File: src/rtl/uart_periph.sv
// uart_periph: memory-mapped 8N1 UART (CSR/DIV/TXDATA/RXDATA at 0xB000_0000..3).
// Receiver is built only when UART_RX_EN is defined; otherwise TX-only.
module uart_periph (
  input  logic        clk,
  input  logic        reset,
  input  logic [31:0] uart_write_address,
  input  logic [31:0] uart_write_data,
  input  logic        uart_write_enable,
  input  logic [31:0] uart_read_address,
  output logic [31:0] uart_read_data,
  output logic        uart_tx,
  input  logic        uart_rx
);
  localparam logic [31:0] A_CSR = 32'hB000_0000;
  localparam logic [31:0] A_DIV = 32'hB000_0001;
  localparam logic [31:0] A_TXD = 32'hB000_0002;
  localparam logic [31:0] A_RXD = 32'hB000_0003;
  typedef enum logic [1:0] {S_IDLE, S_START, S_DATA, S_STOP} state_t;
  logic        r_tx_en, r_rx_en, r_uart_en, r_rx_valid, r_frame_err;
  logic [15:0] r_div;
  logic [7:0]  r_txdata, r_rxdata;
  logic        w_rx_busy, w_unused;
  logic        w_wr_csr, w_wr_div, w_wr_txd;
  logic [15:0] w_div_eff;
  assign w_wr_csr  = uart_write_enable && uart_write_address == A_CSR;
  assign w_wr_div  = uart_write_enable && uart_write_address == A_DIV;
  assign w_wr_txd  = uart_write_enable && uart_write_address == A_TXD;
  assign w_div_eff = (r_div < 16'd3) ? 16'd3 : r_div;
  always_ff @(posedge clk or posedge reset) begin
    if (reset) begin
      r_tx_en   <= 1'b0;
      r_rx_en   <= 1'b0;
      r_uart_en <= 1'b0;
      r_div     <= 16'd433;
      r_txdata  <= 8'd0;
    end else begin
      if (w_wr_csr) begin
        r_tx_en   <= uart_write_data[0];
        r_rx_en   <= uart_write_data[1];
        r_uart_en <= uart_write_data[4];
      end
      if (w_wr_div) r_div <= uart_write_data[15:0];
      if (w_wr_txd) r_txdata <= uart_write_data[7:0];
    end
  end
  state_t      r_tx_st, w_tx_nx;
  logic [15:0] r_tx_div, r_tx_cnt;
  logic [2:0]  r_tx_bit;
  logic [7:0]  r_tx_sh;
  logic        w_tx_go, w_tx_tick, w_tx_send_frame;
  assign w_tx_go   = w_wr_txd && r_uart_en && r_tx_en && r_tx_st == S_IDLE;
  assign w_tx_tick = r_tx_cnt == r_tx_div;
  always_ff @(posedge clk or posedge reset) begin
    if (reset) r_tx_st <= S_IDLE;
    else       r_tx_st <= w_tx_nx;
  end
  always_comb begin
    w_tx_nx = r_tx_st;
    case (r_tx_st)
      S_IDLE:  w_tx_nx = w_tx_go ? S_START : S_IDLE;
      S_START: w_tx_nx = w_tx_tick ? S_DATA : S_START;
      S_DATA:  w_tx_nx = (w_tx_tick && r_tx_bit == 3'd7) ? S_STOP : S_DATA;
      default: w_tx_nx = w_tx_tick ? S_IDLE : S_STOP;
    endcase
  end
  always_comb begin
    uart_tx         = (r_tx_st == S_START) ? 1'b0 : (r_tx_st == S_DATA) ? r_tx_sh[0] : 1'b1;
    w_tx_send_frame = r_tx_st != S_IDLE;
  end
  // Bit period is r_tx_div+1 clocks; the divisor is frozen for the whole frame.
  always_ff @(posedge clk or posedge reset) begin
    if (reset) begin
      r_tx_div <= 16'd0;
      r_tx_cnt <= 16'd0;
      r_tx_bit <= 3'd0;
      r_tx_sh  <= 8'd0;
    end else if (w_tx_go) begin
      r_tx_div <= w_div_eff;
      r_tx_cnt <= 16'd0;
      r_tx_bit <= 3'd0;
      r_tx_sh  <= uart_write_data[7:0];
    end else if (r_tx_st != S_IDLE) begin
      r_tx_cnt <= w_tx_tick ? 16'd0 : r_tx_cnt + 16'd1;
      if (w_tx_tick && r_tx_st == S_DATA) begin
        r_tx_sh  <= r_tx_sh >> 1;
        r_tx_bit <= r_tx_bit + 3'd1;
      end
    end
  end
`ifdef UART_RX_EN
  logic        r_rx_s1, r_rx_s2;
  state_t      r_rx_st, w_rx_nx;
  logic [15:0] r_rx_div, r_rx_cnt;
  logic [2:0]  r_rx_bit;
  logic [7:0]  r_rx_sh;
  logic        w_rx_fall, w_rx_tick, w_rx_half, w_rx_done;
  assign w_rx_fall = r_rx_s2 && !r_rx_s1;
  assign w_rx_tick = r_rx_cnt == r_rx_div;
  assign w_rx_half = r_rx_cnt == (r_rx_div >> 1);
  assign w_rx_done = r_rx_st == S_STOP && w_rx_tick;
  assign w_unused  = ^uart_write_data[31:16];
  always_ff @(posedge clk or posedge reset) begin
    if (reset) begin
      r_rx_s1 <= 1'b1;
      r_rx_s2 <= 1'b1;
      r_rx_st <= S_IDLE;
    end else begin
      r_rx_s1 <= uart_rx;
      r_rx_s2 <= r_rx_s1;
      r_rx_st <= w_rx_nx;
    end
  end
  always_comb begin
    w_rx_nx = r_rx_st;
    case (r_rx_st)
      S_IDLE:  w_rx_nx = (r_uart_en && r_rx_en && w_rx_fall) ? S_START : S_IDLE;
      S_START: w_rx_nx = w_rx_half ? (r_rx_s2 ? S_IDLE : S_DATA) : S_START;
      S_DATA:  w_rx_nx = (w_rx_tick && r_rx_bit == 3'd7) ? S_STOP : S_DATA;
      default: w_rx_nx = w_rx_tick ? S_IDLE : S_STOP;
    endcase
  end
  assign w_rx_busy = r_rx_st != S_IDLE;
  // The divisor is tracked while idle, so it is the value current at the start edge.
  always_ff @(posedge clk or posedge reset) begin
    if (reset) begin
      r_rx_div <= 16'd0;
      r_rx_cnt <= 16'd0;
      r_rx_bit <= 3'd0;
      r_rx_sh  <= 8'd0;
    end else if (r_rx_st == S_IDLE) begin
      r_rx_div <= w_div_eff;
      r_rx_cnt <= 16'd0;
      r_rx_bit <= 3'd0;
    end else begin
      r_rx_cnt <= ((r_rx_st == S_START) ? w_rx_half : w_rx_tick) ? 16'd0 : r_rx_cnt + 16'd1;
      if (r_rx_st == S_DATA && w_rx_tick) begin
        r_rx_sh  <= {r_rx_s2, r_rx_sh[7:1]};
        r_rx_bit <= r_rx_bit + 3'd1;
      end
    end
  end
  always_ff @(posedge clk or posedge reset) begin
    if (reset) begin
      r_rx_valid  <= 1'b0;
      r_frame_err <= 1'b0;
      r_rxdata    <= 8'd0;
    end else begin
      r_rx_valid  <= (w_rx_done && r_rx_s2) || (r_rx_valid && !(w_wr_csr && uart_write_data[3]));
      r_frame_err <= (w_rx_done && !r_rx_s2) || (r_frame_err && !(w_wr_csr && uart_write_data[5]));
      if (w_rx_done && r_rx_s2) r_rxdata <= r_rx_sh;
    end
  end
`else
  assign r_rx_valid  = 1'b0;
  assign r_frame_err = 1'b0;
  assign r_rxdata    = 8'd0;
  assign w_rx_busy   = 1'b0;
  assign w_unused    = ^{uart_write_data[31:16], uart_rx};
`endif
  always_comb
    uart_read_data = (uart_read_address == A_CSR) ? {25'd0, w_rx_busy, r_frame_err, r_uart_en, r_rx_valid, w_tx_send_frame, r_rx_en, r_tx_en} :
                     (uart_read_address == A_DIV) ? {16'd0, r_div} :
                     (uart_read_address == A_TXD) ? {24'd0, r_txdata} :
                     (uart_read_address == A_RXD) ? {24'd0, r_rxdata} : 32'd0;
endmodule

File: config.mk
export PLATFORM = sky130hd
export DESIGN_NAME = uart_periph
export DESIGN_NICKNAME = d
export VERILOG_FILES = /design/src/rtl/uart_periph.sv
export SDC_FILE = /design/constraint.sdc
export NUM_CORES = 1
export LEC_CHECK = 0
export CAP_MARGIN = 20
export CORE_MARGIN = 2
export CORE_UTILIZATION = 46
export CTS_BUF_LIST = sky130_fd_sc_hd__clkbuf_8 sky130_fd_sc_hd__clkbuf_16
export CTS_CLUSTER_DIAMETER = 100
export CTS_CLUSTER_SIZE = 24
export DETAILED_ROUTE_END_ITERATION = 16
export PLACE_DENSITY = 0.86
export SYNTH_ARGS = -nofsm -noshare
export SYNTH_HDL_FRONTEND = slang
export SYNTH_SLANG_ARGS = --single-unit
File: constraint.sdc
create_clock -name clk -period 2.5 [get_ports clk]
set_input_delay 0.375 -clock clk [delete_from_list [all_inputs] [get_ports clk]]
set_output_delay 0.375 -clock clk [all_outputs]
set_load 0.05 [all_outputs]
==> results of run 1 <==
==> through the flow <==
| stage | instances | setup TNS [ps] | total power [W] |
|---|---|---|---|
| detailed placement | 581 | -462 | 0.00143 |
| finish | 597 | 0 | 0.00236 |
| CTS | 597 | 0 | 0.00238 |
| global route | 597 | 0 | 0.00244 |
| floorplan | 394 | -84.7 | 0.00130 |
| global placement | 581 | 0 | 0.00143 |
==> cell type report <==
class / count / area share, %
timing repair buffer: 112 / 23.2
tap: 108 / 2.45
inverter: 11 / 0.748
sequential: 72 / 32.7
multi-input combinational: 278 / 37.1
clock buffer: 11 / 2.74
clock inverter: 5 / 0.997
==> cell usage after synthesis (all sizes together) (4+ instances only) <==
library cell and count:
dfrtp 67, mux2 41, o21ai 24, buf 21, nor2 20, nor4 16, xor2 16, nand2 15
a31oi 14, nand3 14, nor3 13, clkbuf 12, and3 11, inv 11, nand4 10, a21oi 8
a2bb2oi 8, and4 6, dfstp 5, a22oi 4, mux2i 4, xnor2 4
==> state kept, by name, indices dropped and copies added, names as in the netlist <==
register	flops
r_tx_bit	3
r_tx_div	16
r_div	16
r_txdata	8
r_tx_st	2
r_tx_sh	8
r_tx_cnt	16
r_tx_en	1
r_uart_en	1
r_rx_en	1
==> worst min-delay path: stages <==
cell and delay, ps:
clkdlybuf4s50_1 420, inv_2 70, buf_12 310
==> cells in the final DEF, fill, tap and decap left out, types with 4 or more instances in the layout <==
cell,Yosys,routed
and4_1,5,5
nor2_1,20,20
nor3_2,0,7
nand2_1,15,15
dfrtp_1,67,67
a22oi_1,4,4
buf_12,1,19
dfstp_2,5,5
inv_1,11,10
clkbuf_8,0,11
xor2_1,16,16
mux2i_1,4,4
and3_1,9,9
xnor2_1,4,4
a31oi_1,14,14
a2bb2oi_1,8,8
a21oi_1,8,8
mux2_2,31,31
buf_4,16,11
clkdlybuf4s50_1,0,82
nand3_1,13,13
nand4_1,10,10
conb_1,1,16
nor3_1,13,6
o21ai_0,24,24
nor4_1,13,13
mux2_4,10,10
==> worst paths after layout <==
kind | to | slack (ps) | cells past startpoint | start
worst max-delay path | uart_read_data[5] | 100 | 6 | uart_read_address[9]
worst min-delay path | r_tx_cnt[1]$_DFFE_PP0P_ | 420 | 3 | reset
worst max register to register | r_tx_bit[0]$_DFFE_PP0P_ | 490 | 6 | r_tx_cnt[0]$_DFFE_PP0P_
worst min register to register | r_rx_en$_DFFE_PP0P_ | 510 | 1 | r_rx_en$_DFFE_PP0P_
max in group asynchronous | r_div[0]$_DFFE_PP1P_ | 1730 | 3 | reset
min in group clk | r_rx_en$_DFFE_PP0P_ | 510 | 1 | r_rx_en$_DFFE_PP0P_
==> power breakdown <==
part	leakage, nW	internal, W	switching (W)
combinational	1.37	0.000130	0.000116
sequential	0.853	0.00116	0.00000000000417
clock	0.101	0.000512	0.000438
==> routing by layer <==
| metal | share of wire (%) | up-vias | wire length (um) | GRT usage [%] |
|---|---|---|---|---|
| met2 | 52 | 149 | 5320 | 36.9 |
| met5 | 0 | - | 0 | 0 |
| met1 | 40 | 1697 | 4070 | 25.6 |
| met3 | 6.4 | 20 | 660 | 4.82 |
| met4 | 2.0 | 0 | 204 | 6.41 |
| li1 | - | 1579 | - | - |
==> timing repair <==
item,in CTS,in global routing
gates cloned,0,0
gates resized for setup,1,4
hold buffers,0,0
setup endpoints to repair,1,4
==> cell families (layout without fill, tap and decap cells) <==
family          after synthesis  count (layout)  share of synthesized area [%]
compound gates               71              71                           11.3
xor+xnor                     20              20                           4.36
fa+ha+maj                     3               3                          0.935
buf+inv                      44             139                           6.26
flops                        72              72                           45.0
mux                          45              45                           13.4
other cells                   1              16                         0.0934
simple gates                123             123                           18.6
==> impl_metrics.tcl, run 1 <==
set metrics [dict create \
    peakVddDrop_uv 350 \
    ys_seq_area_share_pct 45.0 \
    critical_path_required_ps 2120 \
    hold_class "in -> async" \
    nets 587 \
    portBuffers 99 \
    min_period_over_period_pct 96.1 \
    critPathCaptureType "output port" \
    critPathKind "in -> out" \
    synth_top_area_share_pct 41.7 \
    finalInstanceArea_mm2 0.00552 \
    pre_cts_slack_ps -52.1 \
    cts_made_buffers 9 \
    crit_family "simple AND/OR/NAND/NOR gates" \
    worst_ep_arrival_time_ps 2030 \
    syn_to_final_growth_pct 37.5 \
    max-cap-violations 0 \
    synth_area_leaders "dfrtp_1 (42%), mux2_2 (8.7%), mux2_4 (3.7%)" \
    drive_above_1_share_pct 23.7 \
    synth_ff_type "dfrtp_1" \
    die_y_um 97.4 \
    status "finished clean" \
    postRouteAntennaNets 0 \
    path_buf_inv 3 \
    firstDrtPassIters 4 \
    worstSkewPairLatency_ps 340 \
    cts.clk_slew.worst_paths_ps 70 \
    multi_input_area_mm2 0.00205 \
    setup_violations 0 \
    slew_viol_final 0 \
    grt_usage_pct 21.0 \
    holdWs_ps 416 \
    worst_setup_path_start_kind "input pin" \
    min_period_ps 2400 \
    die_x_um 97.4 \
    final_util_pct 64.3 \
    syn_area_per_cell_um2 10.6 \
    worst_pin_slew_ps 599 \
    dpl-instance-area_mm2 0.00529 \
    yosysWarnings 0 \
    max_freq_mhz 416 \
    cts_tree "yes" \
    wire_per_inst_um 17.2 \
    async_flop_share_pct 100 \
    hold_viol_final 0 \
    finalWirelength_um 10300 \
    critical_path.max_stage_delay_ps 400 \
    slew_headroom_pct 59.9 \
    leakagePower_nw 2.32 \
    synth_cells 379 \
    crit_chain "clkdlybuf4s50_1, nor4_1, nand4_1, buf_4, nor3_1, buf_12" \
    initialDrtViolationCount 214 \
    coreArea_mm2 0.00859 \
    post_cts_buffers 0 \
    seq_area_mm2 0.00181 \
    root_buffer "clkbuf_8" \
    antenna_found_initial 0 \
    place.gp.congestion 0.905 \
    clock_path_buffers 2 \
    rows 34 \
    fin_worst_skew_ps 10.5 \
    synth_area_mm2 0.00402 \
    nFillCells 611 \
    first_global_vias 3452 \
    vias 3445 \
    grt_first_pass_wirelength_um 16100 \
    grt_start_max_net_pins 73 \
    initial_core_util_pct 46.7 \
    cts.sinks 72 \
    num_antenna_cells 0 \
    slowest_stage "clkdlybuf4s50_1" \
    drcViolationCount 0 \
    die-area_mm2 0.00949 \
    yosysTopAreaCell "dfrtp_1" \
    htreeDepth 3 \
    ys_types 57 \
    viasPerCell 5.77 \
    rsz0062_at_grt "no" \
    dp_hpwl_um 7440 \
    synth_seq_cells 72 \
    worst-path-max-fanout 8 \
    pin_count 133 \
    fin_ws_ps 97.0 \
    synth-edff-count 0 \
    overflow 0 \
    p_per_area_mw_per_mm2 427 \
]
No activity file was read; power rests on OpenSTA's default activity.
==> run 2, diff against run 1 <==
- CORE_MARGIN: 2 -> 4
==> run 2 against run 1 <==
Compared with the run above: fmax rose by 1.8%; sequential power barely moved; register-to-register slack improved by 20 ps; via count rose by 0.93%; sequential cell count did not move; combinational power barely moved; cell count fell by 0.34%.
==> impl_metrics.tcl, run 2 (same netlist as run 1, synthesis figures left out) <==
set metrics [dict create \
    setup_violations 0 \
    worst_setup_path_start_kind "input pin" \
    finalWirelength_um 10400 \
    root_buffer "clkbuf_8" \
    portBuffers 99 \
    layout_common_cells "clkdlybuf4s50_1 (82), dfrtp_1 (67), mux2_2 (31)" \
    fin_worst_skew_ps 9.64 \
    holdWs_ps 425 \
    initialDrtViolationCount 228 \
    critPathCaptureType "output port" \
    p_per_area_mw_per_mm2 472 \
    htreeDepth 3 \
    grt_first_pass_wirelength_um 16800 \
    critical_path_required_ps 2120 \
    postRouteAntennaNets 0 \
    critical_path.max_stage_delay_ps 450 \
    grt_usage_pct 20.4 \
    drive_above_1_share_pct 23.9 \
    vias 3477 \
    final_util_pct 67.0 \
    pin_count 133 \
    viasPerCell 5.84 \
    rsz0062_at_grt "no" \
    antenna_found_initial 0 \
    syn_to_final_growth_pct 39.1 \
    dp_hpwl_um 7630 \
    crit_chain "clkdlybuf4s50_1, nor4bb_1, nand4_1, buf_4, nor3_1, buf_12" \
    worst-path-max-fanout 8 \
    drcViolationCount 0 \
    slew_viol_final 0 \
    num_antenna_cells 0 \
    nets 588 \
    max-cap-violations 0 \
    cts.clk_slew.worst_paths_ps 80 \
    hold_class "in -> async" \
    clock_path_buffers 2 \
    hold_viol_final 0 \
    slowest_stage "clkdlybuf4s50_1" \
    die_y_um 101 \
    worstSkewPairLatency_ps 350 \
    min_period_ps 2360 \
    dpl-instance-area_mm2 0.00530 \
    critPathKind "in -> out" \
    slew_headroom_pct 56.7 \
    die-area_mm2 0.0103 \
    worst_ep_arrival_time_ps 1990 \
    leakagePower_nw 2.36 \
    max_freq_mhz 423 \
    cts.sinks 72 \
    crit_family "buffers and inverters" \
    overflow 0 \
    worst_pin_slew_ps 646 \
    top_regs "r_div (16), r_tx_cnt (16), r_tx_div (16)" \
    initial_core_util_pct 48.2 \
    status "finished clean" \
    die_x_um 101 \
    coreArea_mm2 0.00834 \
    rows 33 \
    hold_buffers 0 \
    layout_commonest_cell "clkdlybuf4s50_1" \
    wire_per_inst_um 17.4 \
    grt_start_max_net_pins 73 \
    place.gp.congestion 0.866 \
    path_buf_inv 3 \
    cts_made_buffers 9 \
    peakVddDrop_uv 331 \
    min_period_over_period_pct 94.5 \
    cts_tree "yes" \
    firstDrtPassIters 5 \
    finalInstanceArea_mm2 0.00559 \
    first_global_vias 3517 \
]
run 2: final timing paths:
path | start | endpoint | slack [ps] | cells after the start
setup reg to reg | r_tx_cnt[9]$_DFFE_PP0P_ | r_tx_bit[0]$_DFFE_PP0P_ | 510 | 6
setup / recovery | uart_read_address[29] | uart_read_data[6] | 140 | 6
hold reg to reg | r_txdata[1]$_DFFE_PP0N_ | r_txdata[1]$_DFFE_PP0N_ | 520 | 1
max in group asynchronous | reset | r_div[5]$_DFFE_PP1P_ | 1740 | 3
hold / removal | reset | r_tx_cnt[2]$_DFFE_PP0P_ | 430 | 3
min in group clk | r_txdata[1]$_DFFE_PP0N_ | r_txdata[1]$_DFFE_PP0N_ | 520 | 1
run 2: final cells by class:
cell class,instances,area [um^2]
Clock buffer,10,138
Clock inverter,6,130
Fill cell,590,2750
Inverter,11,41.3
Multi-Input combinational cell,278,2050
Sequential cell,72,1810
Tap cell,105,131
Timing Repair Buffer,113,1290
run 2: per-layer routing:
layer / track usage, % / routed length [um]
met1: 25.4 / 4190
met3: 5.44 / 655
met5: 0 / 0
met2: 35.1 / 5360
met4: 5.11 / 177
run 2: repair_timing:
action,CTS,global route
endpoints found under the setup margin,0,4
resized for setup,0,5
setup buffers,0,0
run 2: worst min-delay path, cell delays in order:
cell	delay [ps]
clkdlybuf4s50_1	410
inv_2	70
buf_12	320
run 2: report_power, final:
group	switching (W)	internal [W]	total, W
sequential	0.00000000000409	0.00116	0.00116
clock	0.000439	0.000788	0.00123
combinational	0.000117	0.000130	0.000247
total	0.000556	0.00208	0.00264
run 2: metrics by stage:
step	std cells	worst slack (ps)	power, W	setup TNS (ps)
global route	595	24.8	0.00273	0
floorplan	394	-14.1	0.00130	-84.7
global placement	579	15.5	0.00143	0
detailed placement	579	-34.4	0.00143	-301
finish	595	139	0.00264	0
CTS	595	70.0	0.00265	0
==> run 3, diff against run 2 <==
- CORE_MARGIN: 4 -> 5
- SKIP_CTS_REPAIR_TIMING: unset -> 1
==> run 3 against run 2 <==
Compared with the run above: sequential power about the same; final area fell by 1.5%; die area up 4.0%; sequential share of layout area grew 0.50 points; clock skew fell by 0.91 ps; cell count up 0.50%; power down 17%; setup slack got worse by 110 ps; clock-buffer cell count is 1 lower; core utilization decreased by 3.3 points; via count shrank 1.5%; first-iteration DRC count is 31% lower; largest power group is now registers; highest routed layer unchanged.
==> impl_metrics.tcl, run 3 (same netlist as run 1, synthesis figures left out) <==
set metrics [dict create \
    status "finished clean" \
    slew_viol_final 0 \
    min_period_over_period_pct 98.8 \
    max_freq_mhz 405 \
    finalWirelength_um 10500 \
    drcViolationCount 0 \
    placed_cells_incl_taps 582 \
    worstSkewPairLatency_ps 350 \
    hold_class "in -> async" \
    fin_worst_skew_ps 8.72 \
    wire_per_inst_um 17.5 \
    multi_input_area_mm2 0.00207 \
    syn_to_final_growth_pct 37.0 \
    setup_violations 0 \
    die_x_um 103 \
    seq_area_mm2 0.00181 \
    critPathCaptureType "output port" \
    worst_ep_arrival_time_ps 2090 \
    r2r_slack_ps 470 \
    pin_count 133 \
    p_per_area_mw_per_mm2 399 \
    top_regs "r_div (16), r_tx_cnt (16), r_tx_div (16)" \
    initialDrtViolationCount 157 \
    min_period_ps 2470 \
    place.gp.congestion 0.902 \
    leakagePower_nw 2.31 \
    htreeDepth 3 \
    peakVddDrop_uv 245 \
    viasPerCell 5.73 \
    coreArea_mm2 0.00864 \
    critPathKind "in -> out" \
    antenna_found_initial 0 \
    dpl-instance-area_mm2 0.00529 \
    finalInstanceArea_mm2 0.00550 \
    layout_commonest_cell "clkdlybuf4s50_1" \
    cts.clk_slew.worst_paths_ps 80 \
    grt_usage_pct 19.5 \
    cts_made_buffers 9 \
    grt_start_max_net_pins 32 \
    layout_common_cells "clkdlybuf4s50_1 (82), dfrtp_1 (67), mux2_2 (31)" \
    overflow 0 \
    clock_path_buffers 2 \
    cts.sinks 72 \
    vias 3426 \
    final_cells 598 \
    die-area_mm2 0.0107 \
    postRouteAntennaNets 0 \
    root_buffer "clkbuf_8" \
    nFillCells 648 \
    drive_above_1_share_pct 24.5 \
    grt_first_pass_wirelength_um 16200 \
    hold_viol_final 0 \
    holdWs_ps 309 \
    worst_setup_path_start_kind "input pin" \
    max-cap-violations 0 \
    die_y_um 103 \
    dp_hpwl_um 8000 \
    final_util_pct 63.7 \
    rows 34 \
    cts_tree "yes" \
    initial_core_util_pct 46.5 \
    worst_pin_slew_ps 665 \
    portBuffers 99 \
    first_global_vias 3457 \
    slew_headroom_pct 55.5 \
    nets 588 \
    critical_path_required_ps 2120 \
    num_antenna_cells 0 \
    worst-path-max-fanout 8 \
    firstDrtPassIters 5 \
]
## run 3: changes by cell type in the layout (fill, tap and decap cells not counted), moves of 2 or more
| cell | delta |
|---|---|
| clkinvlp_4 | +2 |
| nor4_1 | -2 |
| inv_1 | +2 |
| bufinv_16 | -4 |
| nor4_2 | +2 |
## run 3: worst paths after layout
check                                              from                 endpoint  depth (start not counted)
worst max-delay path              uart_read_address[29]        uart_read_data[6]                          6
worst min-delay path                              reset  r_tx_cnt[6]$_DFFE_PP0P_                          2
worst max register to register  r_tx_cnt[2]$_DFFE_PP0P_   r_tx_sh[4]$_DFFE_PP0P_                          6
worst min register to register  r_txdata[2]$_DFFE_PP0N_  r_txdata[2]$_DFFE_PP0N_                          1
max in group asynchronous                         reset     r_div[0]$_DFFE_PP1P_                          3
min in group clk                r_txdata[2]$_DFFE_PP0N_  r_txdata[2]$_DFFE_PP0N_                          1
## run 3: worst max-delay path, cell delays in order
cell and delay [ps]:
clkdlybuf4s50_1 450, nor4bb_1 260, nand4_1 200, buf_4 240, nor3_1 370, buf_12 190
## run 3: where the power goes
group / total, W / internal (W) / switching, W
clock: 0.000786 / 0.000350 / 0.000436
combinational: 0.000248 / 0.000130 / 0.000118
sequential: 0.00116 / 0.00116 / 0.00000000000402
total: 0.00220 / 0.00164 / 0.000554
## run 3: routing by layer
layer	up-vias	share of wire [%]	GRT usage, %
met5	-	0	0
li1	1589	-	-
met4	0	2.3	7.47
met3	26	5.7	4.43
met1	1667	39	23.2
met2	144	53	34.1
## run 3: metrics by stage
| step | setup WS (ps) | total power (W) | setup TNS (ps) |
|---|---|---|---|
| floorplan | -14.1 | 0.00130 | -84.7 |
| global placement | 9.35 | 0.00143 | 0 |
| detailed placement | -19.5 | 0.00143 | -83.4 |
| CTS | -28.9 | 0.00221 | -37.1 |
| global route | -86.2 | 0.00228 | -86.2 |
| finish | 30.0 | 0.00220 | 0 |
## run 3: layout make-up
class / count / share of cell area [%]
Multi-Input combinational cell: 278 / 37.7
Sequential cell: 72 / 32.9
Clock buffer: 9 / 2.25
Inverter: 11 / 0.750
Tap cell: 108 / 2.46
Clock inverter: 7 / 0.750
Timing Repair Buffer: 113 / 23.2
